===== src/rtl/cpu_control_fsm_if.sv =====
// Bus between the CPU controller and the RAM / register-file / ALU datapath.
// The controller sits on the master side; the datapath and RAM sit on the slave side.
interface cpu_control_fsm_if #(
  parameter int ADDR_W = 16
);
  logic [15:0]       mem_rdata;
  logic [15:0]       reg_a_data;
  logic [4:0]        flag_reg;
  logic [ADDR_W-1:0] mem_addr;
  logic              ram_we;
  logic              ram_buff_en;
  logic              alu_buff_en;
  logic [3:0]        mux_controlA;
  logic [3:0]        mux_controlB;
  logic              Imm_mux_input;
  logic [15:0]       imm;
  logic [15:0]       reg_enable;
  logic [3:0]        ALU_Op;
  logic              flag_en;
  logic              cin;
  logic [ADDR_W-1:0] pc;

  modport master (
    input  mem_rdata, reg_a_data, flag_reg,
    output mem_addr, ram_we, ram_buff_en, alu_buff_en, mux_controlA, mux_controlB,
           Imm_mux_input, imm, reg_enable, ALU_Op, flag_en, cin, pc
  );

  modport slave (
    output mem_rdata, reg_a_data, flag_reg,
    input  mem_addr, ram_we, ram_buff_en, alu_buff_en, mux_controlA, mux_controlB,
           Imm_mux_input, imm, reg_enable, ALU_Op, flag_en, cin, pc
  );
endinterface


===== src/rtl/cpu_control_fsm.sv =====
// Multi-cycle fetch/decode/execute controller for the 16-bit CPU: owns PC and IR
// and drives every control input of the ALU/register-file stage.
module cpu_control_fsm #(
  parameter logic [15:0] RESET_PC = 16'h0000,
  parameter int          ADDR_W   = 16
) (
  input logic               clk,
  input logic               reset,
  cpu_control_fsm_if.master bus
);

  localparam logic [1:0] S_FETCH   = 2'd0;
  localparam logic [1:0] S_DECODE  = 2'd1;
  localparam logic [1:0] S_EXEC    = 2'd2;
  localparam logic [1:0] S_LOAD_WB = 2'd3;

  localparam logic [3:0] OP_MOV = 4'b1101;
  localparam logic [3:0] OP_CMP = 4'b1011;

  logic [1:0]        state, state_nxt;
  logic [15:0]       ir;
  logic [ADDR_W-1:0] pc_q, pc_nxt;

  logic [3:0]         op, rdest, ext, rsrc;
  logic [7:0]         imm8;
  logic signed [15:0] imm_sext;
  logic [15:0]        rdest_onehot;
  logic               is_rtype, is_immop, is_lui, is_load, is_stor, is_jcond, is_bcond, cond_true;

  function automatic logic is_alu_code(input logic [3:0] c);
    return c inside {4'b0101, 4'b1001, 4'b1011, 4'b0001, 4'b0010, 4'b0011, 4'b1101};
  endfunction

  function automatic logic is_flag_code(input logic [3:0] c);
    return c inside {4'b0101, 4'b1001, 4'b1011};
  endfunction

  // Flag register packs {C,L,F,Z,N}.
  function automatic logic cond_met(input logic [3:0] cond, input logic [4:0] f);
    logic c, l, fl, z, n;
    {c, l, fl, z, n} = f;
    case (cond)
      4'b0000: return z;
      4'b0001: return !z;
      4'b0010: return c;
      4'b0011: return !c;
      4'b0100: return l;
      4'b0101: return !l;
      4'b0110: return n;
      4'b0111: return !n;
      4'b1000: return fl;
      4'b1001: return !fl;
      4'b1010: return !l && !z;
      4'b1011: return l || z;
      4'b1100: return !n && !z;
      4'b1101: return n || z;
      4'b1110: return 1'b1;
      default: return 1'b0;
    endcase
  endfunction

  always_comb begin
    {op, rdest, ext, rsrc} = ir;
    imm8         = ir[7:0];
    imm_sext     = {{8{imm8[7]}}, imm8};
    rdest_onehot = 16'h0001 << rdest;
    is_rtype     = (op == 4'b0000) && is_alu_code(ext);
    is_lui       = (op == 4'b1111);
    is_immop     = is_alu_code(op) || is_lui;
    is_load      = (op == 4'b0100) && (ext == 4'b0000);
    is_stor      = (op == 4'b0100) && (ext == 4'b0100);
    is_jcond     = (op == 4'b0100) && (ext == 4'b1100);
    is_bcond     = (op == 4'b1100);
    cond_true    = cond_met(rdest, bus.flag_reg);
  end

  // Control outputs are a pure function of state and IR; only EXEC/LOAD_WB drive anything.
  always_comb begin
    bus.mem_addr      = pc_q;
    bus.ram_we        = 1'b0;
    bus.ram_buff_en   = 1'b0;
    bus.alu_buff_en   = 1'b0;
    bus.mux_controlA  = 4'd0;
    bus.mux_controlB  = 4'd0;
    bus.Imm_mux_input = 1'b0;
    bus.imm           = 16'h0000;
    bus.reg_enable    = 16'h0000;
    bus.ALU_Op        = 4'd0;
    bus.flag_en       = 1'b0;
    bus.cin           = 1'b0;
    bus.pc            = pc_q;
    case (state)
      S_EXEC: begin
        bus.mux_controlA = rdest;
        bus.mux_controlB = rsrc;
        if (is_rtype) begin
          bus.ALU_Op      = ext;
          bus.alu_buff_en = 1'b1;
          bus.reg_enable  = (ext == OP_CMP) ? 16'h0000 : rdest_onehot;
          bus.flag_en     = is_flag_code(ext);
        end else if (is_immop) begin
          bus.Imm_mux_input = 1'b1;
          bus.alu_buff_en   = 1'b1;
          bus.ALU_Op        = is_lui ? OP_MOV : op;
          if (is_lui)                bus.imm = {imm8, 8'h00};
          else if (is_flag_code(op)) bus.imm = imm_sext;
          else                       bus.imm = {8'h00, imm8};
          bus.reg_enable = (op == OP_CMP) ? 16'h0000 : rdest_onehot;
          bus.flag_en    = is_flag_code(op);
        end else if (is_load) begin
          bus.mux_controlA = rsrc;
          bus.mem_addr     = bus.reg_a_data[ADDR_W-1:0];
        end else if (is_stor) begin
          bus.mux_controlA = rsrc;
          bus.mux_controlB = rdest;
          bus.ALU_Op       = OP_MOV;
          bus.alu_buff_en  = 1'b1;
          bus.mem_addr     = bus.reg_a_data[ADDR_W-1:0];
          bus.ram_we       = 1'b1;
        end else if (is_jcond) begin
          bus.mux_controlA = rsrc;
        end
      end
      S_LOAD_WB: begin
        bus.mux_controlA = rsrc;
        bus.mux_controlB = rsrc;
        bus.mem_addr     = bus.reg_a_data[ADDR_W-1:0];
        bus.ram_buff_en  = 1'b1;
        bus.reg_enable   = rdest_onehot;
      end
      default: ;
    endcase
  end

  always_comb begin
    state_nxt = state;
    pc_nxt    = pc_q;
    case (state)
      S_FETCH:  state_nxt = S_DECODE;
      S_DECODE: state_nxt = S_EXEC;
      S_EXEC: begin
        if (is_load) begin
          state_nxt = S_LOAD_WB;
        end else begin
          state_nxt = S_FETCH;
          if (is_bcond && cond_true)
            pc_nxt = pc_q + {{(ADDR_W-8){imm8[7]}}, imm8};
          else if (is_jcond && cond_true)
            pc_nxt = bus.reg_a_data[ADDR_W-1:0];
          else
            pc_nxt = pc_q + ADDR_W'(1);
        end
      end
      default: begin
        state_nxt = S_FETCH;
        pc_nxt    = pc_q + ADDR_W'(1);
      end
    endcase
  end

  // Registered RAM: instruction word is on mem_rdata during DECODE.
  always_ff @(posedge clk or negedge reset) begin
    if (!reset) begin
      state <= S_FETCH;
      pc_q  <= RESET_PC[ADDR_W-1:0];
      ir    <= 16'h0000;
    end else begin
      state <= state_nxt;
      pc_q  <= pc_nxt;
      if (state == S_DECODE) ir <= bus.mem_rdata;
    end
  end

endmodule


===== src/flat_wrapper.sv =====
// flat-port wrapper written by rule: the top's interface ports become plain ports
module cpu_control_fsm_flat 
#(
  parameter logic [15:0] RESET_PC = 16'h0000,
  parameter int          ADDR_W   = 16
)
  (clk, reset, bus_mem_rdata, bus_reg_a_data, bus_flag_reg, bus_mem_addr, bus_ram_we, bus_ram_buff_en, bus_alu_buff_en, bus_mux_controlA, bus_mux_controlB, bus_Imm_mux_input, bus_imm, bus_reg_enable, bus_ALU_Op, bus_flag_en, bus_cin, bus_pc);
  cpu_control_fsm_if #(.ADDR_W(ADDR_W)) bus_i ();
  input logic clk;
  input logic reset;
  input wire logic [$bits(bus_i.mem_rdata)-1:0] bus_mem_rdata;
  input wire logic [$bits(bus_i.reg_a_data)-1:0] bus_reg_a_data;
  input wire logic [$bits(bus_i.flag_reg)-1:0] bus_flag_reg;
  output wire logic [$bits(bus_i.mem_addr)-1:0] bus_mem_addr;
  output wire logic [$bits(bus_i.ram_we)-1:0] bus_ram_we;
  output wire logic [$bits(bus_i.ram_buff_en)-1:0] bus_ram_buff_en;
  output wire logic [$bits(bus_i.alu_buff_en)-1:0] bus_alu_buff_en;
  output wire logic [$bits(bus_i.mux_controlA)-1:0] bus_mux_controlA;
  output wire logic [$bits(bus_i.mux_controlB)-1:0] bus_mux_controlB;
  output wire logic [$bits(bus_i.Imm_mux_input)-1:0] bus_Imm_mux_input;
  output wire logic [$bits(bus_i.imm)-1:0] bus_imm;
  output wire logic [$bits(bus_i.reg_enable)-1:0] bus_reg_enable;
  output wire logic [$bits(bus_i.ALU_Op)-1:0] bus_ALU_Op;
  output wire logic [$bits(bus_i.flag_en)-1:0] bus_flag_en;
  output wire logic [$bits(bus_i.cin)-1:0] bus_cin;
  output wire logic [$bits(bus_i.pc)-1:0] bus_pc;
  assign bus_i.mem_rdata = bus_mem_rdata;
  assign bus_i.reg_a_data = bus_reg_a_data;
  assign bus_i.flag_reg = bus_flag_reg;
  assign bus_mem_addr = bus_i.mem_addr;
  assign bus_ram_we = bus_i.ram_we;
  assign bus_ram_buff_en = bus_i.ram_buff_en;
  assign bus_alu_buff_en = bus_i.alu_buff_en;
  assign bus_mux_controlA = bus_i.mux_controlA;
  assign bus_mux_controlB = bus_i.mux_controlB;
  assign bus_Imm_mux_input = bus_i.Imm_mux_input;
  assign bus_imm = bus_i.imm;
  assign bus_reg_enable = bus_i.reg_enable;
  assign bus_ALU_Op = bus_i.ALU_Op;
  assign bus_flag_en = bus_i.flag_en;
  assign bus_cin = bus_i.cin;
  assign bus_pc = bus_i.pc;
  cpu_control_fsm #(.RESET_PC(RESET_PC), .ADDR_W(ADDR_W)) u_core (.clk(clk), .reset(reset), .bus(bus_i));
endmodule

===== config.mk =====
export PLATFORM = sky130hd
export DESIGN_NAME = cpu_control_fsm_flat
export DESIGN_NICKNAME = d
export VERILOG_FILES = /design/src/rtl/cpu_control_fsm_if.sv /design/src/rtl/cpu_control_fsm.sv /design/src/flat_wrapper.sv
export SDC_FILE = /design/constraint.sdc
export NUM_CORES = 1
export LEC_CHECK = 0
export ABC_AREA = 1
export CORE_MARGIN = 5
export CORE_UTILIZATION = 42
export CTS_BUF_LIST = sky130_fd_sc_hd__clkbuf_2
export DETAILED_ROUTE_END_ITERATION = 8
export PLACE_DENSITY = 0.79
export SYNTH_ARGS = -nofsm -noshare
export SYNTH_HDL_FRONTEND = slang
export SYNTH_SLANG_ARGS = --single-unit

===== constraint.sdc =====
create_clock -name clk -period 2 [get_ports clk]
set_clock_uncertainty 0.05 [all_clocks]
set_input_delay 0.2 -clock clk [delete_from_list [all_inputs] [get_ports clk]]
set_output_delay 0.2 -clock clk [all_outputs]
set_load 0.05 [all_outputs]

==> impl_results.md, run 1 <==
* Bufs on Longest Clock Path at 2
* FFs w/ async S/R, synth at 100%
* Clock tree sinks at 34
* Synthesized instance count at 689
* Total GRT Usage at 90.6%
* Syn Nets at 745
* IO buf count at 119
* Synth area leader: dfrtp_1
* Initial Util at 43.3%
* Top Ports at 121
* Placer congestion estimate at 0.969
* Type of pin the worst path ends at: top-level output
* Hold buffers post-CTS at 0
* Largest net degree at the start of global routing at 35
* Dpl hpwl at 13400 µm
* Synthesized cell area at 0.00404 mm²
* Top-area cell type share of the netlist area at 21.1%
* GR repair worst EP: bus_mem_addr[0]
* Pre-CTS setup slack at -157 ps
* Yosys cell types at 42
* CTS buffer count at 5
* Run Error: [ERROR GRT-0232] Routing congestion too high. Check the congestion heatmap in the GUI.
* Die Width at 108 µm
* FP Rows at 35
* Number of flops mapped to enable cells by yosys at 0
* Die height at 108 µm
* Dominant cells by area after synthesis: dfrtp_1 21%, nand2_1 16%, inv_1 10%
* Prevailing post-synth register cell: dfrtp_1
* Stop stage: global routing (5_1_grt)
* Flops & latches, synth at 34
* Mean Syn Cell Area at 5.86 µm²
* H-tree Lvls at 2
* Status: aborted with a tool error
* Syn. warnings at 0
* Sequential cell area fraction in the yosys report at 21.1%
* Total grt overflow at 806
* Placed insts at 1021
* CTS Root Cell: clkbuf_2
-- per-layer routing --
layer	overflow	track usage (%)
met1	1	79.3
met5	0	23.7
met4	277	111
met2	523	116
met3	5	69.6
-- metrics by stage --
stage | cell area (µm²) | hold slack [ps]
after floorplan | 4560 | -146
after global placement | 7130 | 520
after detailed placement | 7130 | 536
after CTS | 8230 | 157
-- cell families after synthesis --
group,synth area share (%)
adder cells (fa/ha/maj),5.45
buffers and inverters,13.3
other,0.0928
AND/OR/NAND/NOR,39.5
XOR/XNOR,3.90
multiplexers,1.02
flip-flops,21.1
AO/OA/AOI/OAI,15.7
-- synthesized netlist by cell type (5+ instances only) --
master,number
a21oi_1,51
buf_2,6
clkbuf_1,9
dfrtp_1,34
ha_1,16
inv_1,108
nand2_1,173
nand3_1,71
nand4_1,5
nor2_1,70
nor2_2,6
nor3_1,28
o21ai_0,39
o22ai_1,8
xnor2_1,7
xor2_1,11
-- timing repair --
| action | CTS |
|---|---|
| hold endpoints to repair | 0 |
| pin swaps | 49 |
| endpoints found under the setup margin | 94 |
| cloned | 2 |
| setup buffers | 46 |
| resized for setup | 215 |
==> inputs of run 2 (changes only) <==
--- a/config.mk
+++ b/config.mk
@@ -7,10 +7,9 @@
 export LEC_CHECK = 0
 export ABC_AREA = 1
 export CORE_MARGIN = 5
-export CORE_UTILIZATION = 42
-export CTS_BUF_LIST = sky130_fd_sc_hd__clkbuf_2
+export CORE_UTILIZATION = 27
 export DETAILED_ROUTE_END_ITERATION = 8
-export PLACE_DENSITY = 0.79
+export PLACE_DENSITY_LB_ADDON = 0.15
 export SYNTH_ARGS = -nofsm -noshare
 export SYNTH_HDL_FRONTEND = slang
 export SYNTH_SLANG_ARGS = --single-unit
==> constraint.sdc (replaced) <==
create_clock -name clk -period 2.6 [get_ports clk]
set_clock_uncertainty 0.05 [all_clocks]
set_input_delay 0.26 -clock clk [delete_from_list [all_inputs] [get_ports clk]]
set_output_delay 0.26 -clock clk [all_outputs]
set_load 0.05 [all_outputs]
==> impl_results.md, run 2 <==
* CP Capture Type: output port
* Crit Reg-Reg Startpoint: u_core.ir[0]
* Area growth syn-to-layout at 63.0%
* Most common cell after layout, fill and taps aside: nand2_1
* RSZ-0062 raised after global routing: yes
* Via Count at 5023
* Crit path buf inv count at 6
* Clock tree sinks at 34 (unchanged)
* Setup slack, reg-to-reg at 270 ps
* Vias per cell at 4.93
* Worst R2R End: u_core.bus.pc[8]
* Tightest Pin Transition at 917 ps
* Slowest stage delay, CP at 380 ps
* CP delay by family, top: buffers and inverters
* Sw power at 5.54 mW
* Top-area cell type share of the netlist area at 21.1% (unchanged)
* Status: finished, final reports clean
* Syn Nets at 745 (unchanged)
* Internal Power at 4.35 mW
* Peak supply drop at 0.759 mV
* Yosys cell types at 42 (unchanged)
* Die Area at 0.0175 mm²
* Worst-path cell with the longest stage delay: dfrtp_1
* Initial antenna violation count at 0
* Top cell by count, worst path: buf_6
* CP arrival at 2230 ps
* MaxCap Viol Count at 0
* Pins Over Slew Limit at 0
* CP Class: flop to output port
* FFs w/ async S/R, synth at 100% (unchanged)
* CTS buffer count at 5 (unchanged)
* Clock network power share at 8.2%
* Total GRT Usage at 18.0%
* Final setup violation count at 0
* Top Ports at 121 (unchanged)
* Sequential cell area fraction in the yosys report at 21.1% (unchanged)
* Net count, final at 890
* IO buf count at 119 (unchanged)
* Initial drt markers at 279
* Critical-path maximum fanout at 7
* Synthesized instance count at 689 (unchanged)
* Prevailing post-synth register cell: dfrtp_1
* H-tree Lvls at 2 (unchanged)
* Syn. warnings at 0 (unchanged)
* Required time worst endpoint at 2290 ps
* Share of layout cells above drive strength 1 at 20.5%
* Reg power frac at 11.5%
* Detailed-router iteration count before antenna repair at 5
* Dpl hpwl at 12500 µm (-6.5%)
* Largest net degree at the start of global routing at 35
* Crit path cell chain: buf_6 -> nor2_4 -> nand4_1 -> buf_4 -> o31ai_4 -> buf_6 -> clkbuf_16 -> nand2_1 -> o21ai_0 -> inv_1 -> buf_12
* Overall Power at 9.89 mW
* Final ANT Viol Nets at 0
* CTS Root Cell: clkbuf_16
* CTS tree: done
* Mean Syn Cell Area at 5.86 µm² (unchanged)
* Routed WL at 16500 µm
* Die Width at 132 µm (+22%)
* Count leader, synth: nand2_1
* P per Cell Area at 1500 mW/mm²
* Max-Slew Margin vs Limit at 38.9%
* Placer congestion estimate at 0.890 (-8.2%)
* Flops & latches, synth at 34 (unchanged)
* WL/cell at 16.2 µm
* Hold Crit Class: primary input to asynchronous set/reset pin
* Die height at 132 µm (+22%)
* Reg2Reg Depth at 12
* Initial Util at 27.7% (-16 points)
* Dominant cells by area after synthesis: dfrtp_1 21%, nand2_1 16%, inv_1 10%
* Most frequent cells in the layout: 166 x nand2_1, 107 x inv_1, 71 x nand3_1
* Final cycle utilization of the critical path at 97.8%
* Post-synth top cells: 173 x nand2_1, 108 x inv_1, 71 x nand3_1, 70 x nor2_1, 51 x a21oi_1
* Clk Latency, worst-skew pair at 290 ps
* Pleak at 3.18 nW
* Worst setup SP type: flop
* Post-layout min period at 2540 ps
* Number of flops mapped to enable cells by yosys at 0 (unchanged)
* Switch share at 56.1%
* # diodes at 0
* Setup TNS at 0 ps
* FP Rows at 44 (+26%)
* Synthesized cell area at 0.00404 mm² (unchanged)
* Number of global-route vias before repair at 5059
* DRC Markers at 0
* Synth area leader: dfrtp_1
* Bufs on Longest Clock Path at 2 (unchanged)
* Fmax at 393 MHz
* Comb power frac at 80.3%
* Final Hold Fails at 0
* Core Footprint at 0.0146 mm²
* First-pass GRT wire length at 26000 µm
* Total grt overflow at 0
* Worst-path clk slew at 60 ps
## run 2: repair_timing
item | CTS | global route
gates resized for setup | 2 | 35
cloned | 0 | 3
pin swaps | 0 | 5
setup endpoints to repair | 16 | 51
setup buffers | 0 | 9
hold buffers | 0 | 0
## run 2: logic make-up after synthesis
family,share of synthesized area [%]
compound gates,15.7
xor+xnor,3.90
fa+ha+maj,5.45
buf+inv,13.3
flops,21.1
mux,1.02
other cells,0.0928
simple gates,39.5
## run 2: cell type report
| cell class | count | area (µm²) |
|---|---|---|
| multi-input combinational | 522 | 2870 |
| fill | 1484 | 8010 |
| clock inverter | 3 | 68.8 |
| clock buffer | 5 | 125 |
| tap | 184 | 230 |
| inverter | 112 | 428 |
| timing repair buffer | 159 | 2010 |
| sequential | 34 | 852 |
## run 2: worst max-delay path by stage
stage                              end  slack, ps          start  cells past startpoint
finish                 bus_mem_addr[4]         60   u_core.ir[5]                     11
global route               bus_imm[15]       -170  u_core.ir[15]                      9
CTS                      bus_ALU_Op[2]         20   u_core.ir[5]                     11
detailed placement  bus_reg_enable[14]         60  u_core.ir[15]                      9
global placement    bus_reg_enable[15]        140  u_core.ir[15]                      9
floorplan           bus_reg_enable[10]       -220   u_core.ir[7]                      8
## run 2: metrics by stage
stage          worst slack (ps)  cells  hold slack [ps]  instance area [µm²]  util (%)
3_3_place_gp                137    999              382                 6140      42.1
2_1_floorplan              -215    689            -85.6                 4170         -
4_1_cts                    22.5   1007             73.2                 6350      43.5
3_5_place_dp               56.1    999              383                 6140      42.1
5_1_grt                    -169   1019              115                 6580      45.1
6_report                   57.3   1019             51.5                 6580      45.1
## run 2: worst reg2reg max path, stage by stage, from the launching register on
cell	delay (ps)
dfrtp_1	380
ha_1	220
inv_1	90
fa_1	440
o21ai_0	170
buf_4	160
nand2_1	50
nand2_1	100
xor2_1	250
o21ai_0	140
nand2_1	70
nand3_1	70
nand2_1	80
## run 2: layer usage
metal  vias up  wire length (µm)  global-route usage [%]
li1       2523                 -                       -
met1      2306              7100                    22.5
met2       173              7810                    30.0
met3        21              1250                    5.57
met4         0               362                    4.69
met5         -                 0                       0
## run 2: power groups by stage
stage | logic [mW] | clock network (mW) | registers (mW)
finish | 7.94 | 0.809 | 1.14
global route | 8.61 | 0.847 | 1.18
CTS | 7.66 | 0.822 | 1.12
detailed placement | 7.61 | 0 | 1.13
global placement | 7.60 | 0 | 1.12
floorplan | 4.40 | 0 | 1.42
Note: power is estimated with default switching activity, not from simulation.
==> inputs of run 3 (changes only) <==
--- a/config.mk
+++ b/config.mk
@@ -6,8 +6,12 @@
 export NUM_CORES = 1
 export LEC_CHECK = 0
 export ABC_AREA = 1
+export CAP_MARGIN = 30
+export CELL_PAD_IN_SITES_DETAIL_PLACEMENT = 2
+export CELL_PAD_IN_SITES_GLOBAL_PLACEMENT = 2
 export CORE_MARGIN = 5
-export CORE_UTILIZATION = 27
+export CORE_UTILIZATION = 24
+export CTS_CLUSTER_DIAMETER = 100
 export DETAILED_ROUTE_END_ITERATION = 8
 export PLACE_DENSITY_LB_ADDON = 0.15
 export SYNTH_ARGS = -nofsm -noshare
==> impl_results.md, run 3 (synthesis results as in run 2) <==
* Status: finished, final reports clean
* CTS tree: done
* First-pass GRT wire length at 32200 µm (+24%)
* FF+latch area at 852 µm² (unchanged)
* Total grt overflow at 0 (unchanged)
* CTS Root Cell: clkbuf_16
* Final ANT Viol Nets at 0 (unchanged)
* Pleak at 3.12 nW (-1.8%)
* Pre-CTS setup slack at 149 ps (+93.3 ps)
* Bufs on Longest Clock Path at 2 (unchanged)
* Number of global-route vias before repair at 5975 (+18%)
* Initial drt markers at 151 (-46%)
* Die Area at 0.0195 mm² (+12%)
* IO buf count at 119 (unchanged)
* FP Rows at 47 (+6.8%)
* Largest net degree at the start of global routing at 35 (unchanged)
* Via Count at 5215 (+3.8%)
* Routed WL at 20000 µm (+21%)
* Crit path launch: u_core.state[1]
* DRC Markers at 0 (unchanged)
* MaxCap Viol Count at 0 (unchanged)
* CP Capture Type: output port
* Die Width at 140 µm (+5.6%)
* Max-Slew Margin vs Limit at 60.4% (+22 points)
* Share of layout cells above drive strength 1 at 19.5% (-0.94 points)
* Dpl hpwl at 16100 µm (+28%)
* Area growth syn-to-layout at 60.7%
* Most common cell after layout, fill and taps aside: nand2_1
* Most frequent cells in the layout: 172 x nand2_1, 107 x inv_1, 71 x nand3_1
* H-tree Lvls at 2 (unchanged)
* Die height at 140 µm (+5.6%)
* Net count, final at 884 (-0.67%)
* Tightest Pin Transition at 592 ps (-324 ps)
* Worst setup SP type: flop
* Post-layout min period at 2480 ps (-61.7 ps)
* CTS buffer count at 5 (unchanged)
* Final cycle utilization of the critical path at 95.4% (-2.4 points)
* Peak supply drop at 0.855 mV (+13%)
* WL/cell at 19.0 µm (+17%)
* Filler cell count at 1958 (+32%)
* Vias per cell at 4.97 (+0.85%)
* Area taken by multi-input logic gates at 0.00286 mm² (-0.61%)
* Worst R2R End: u_core.bus.pc[9]
* Critical-path maximum fanout at 12 (+5)
* Initial Util at 24.4% (-3.2 points)
* P per Cell Area at 1530 mW/mm² (+2.0%)
* Design Area, Final at 0.00649 mm² (-1.4%)
* Placer congestion estimate at 0.874 (-1.8%)
* Setup slack, reg-to-reg at 130 ps (-140 ps)
* CP arrival at 2170 ps (-60 ps)
* Worst Setup Slack, final at 119 ps (+61.7 ps)
* Reg2Reg Depth at 11 (-1)
* Fmax at 403 MHz (+2.5%)
* Top Ports at 121 (unchanged)
* Core Footprint at 0.0165 mm² (+13%)
* Crit Reg-Reg Startpoint: u_core.ir[7]
* Total GRT Usage at 20.4% (+2.4 points)
* Number of post-CTS setup repair buffers at 0 (unchanged)
* Clock tree sinks at 34 (unchanged)
* Initial antenna violation count at 0 (unchanged)
* Final Hold Fails at 0 (unchanged)
* Core Util, Final at 39.3% (-5.9 points)
* Hold Crit Class: primary input to asynchronous set/reset pin
* Post-DP Area at 0.00618 mm² (+0.61%)
* # diodes at 0 (unchanged)
* Clk Latency, worst-skew pair at 300 ps (about the same)
* Required time worst endpoint at 2290 ps (about the same)
* Worst-path clk slew at 60 ps (about the same)
* Pins Over Slew Limit at 0 (unchanged)
* Final setup violation count at 0 (unchanged)
* CP Class: flop to output port
* Setup TNS at 0 ps (unchanged)
* Detailed-router iteration count before antenna repair at 4 (-1)
run 3: worst max-delay path, cell delays in order, from the launching register on:
cell and delay (ps):
dfrtp_1 420, inv_1 130, nor2_1 320, inv_1 150, buf_4 240, a211oi_1 420
buf_12 200
run 3: report_power, final:
group | leakage [nW] | internal (mW) | switching [mW]
registers | 0.403 | 0.773 | 0.384
logic | 2.62 | 2.85 | 5.08
clock network | 0.0971 | 0.577 | 0.271
run 3: layout make-up:
type | instances | share of cell area [%]
multi-input cells | 522 | 44.0
clock inverters | 2 | 0.926
flip-flops and latches | 34 | 13.1
well taps | 220 | 4.24
repair buffers | 153 | 29.0
clock buffers | 6 | 2.14
inverters | 112 | 6.59
run 3: timing repair:
item	4_1_cts	5_1_grt
endpoints found under the hold margin	0	34
hold buffers	0	1
gates resized for setup	5	19
endpoints found under the setup margin	19	57
run 3: stage by stage:
step | power [mW] | hold WS, ps | cells
floorplan | 5.82 | -85.6 | 689
global placement | 8.74 | 403 | 1038
detailed placement | 9.00 | 420 | 1039
CTS | 9.94 | 103 | 1047
global route | 10.7 | 480 | 1049
finish | 9.94 | 434 | 1049
run 3: worst max-delay path by stage:
stage,end,slack [ps],depth (start not counted)
after detailed placement,u_core.bus.pc[10],150,14
after global routing,u_core.bus.pc[9],-20,11
after global placement,bus_reg_enable[15],130,9
after CTS,bus_mux_controlA[2],6,7
after floorplan,bus_reg_enable[10],-220,8
final,bus_flag_en,120,6
run 3: metal layers:
metal	track usage, %	part of all wire (%)	vias to the layer above
met3	4.63	4.5	26
met2	37.4	51	130
met1	23.6	42	2557
met4	5.66	2.3	0
met5	0	0	-
li1	-	-	2502
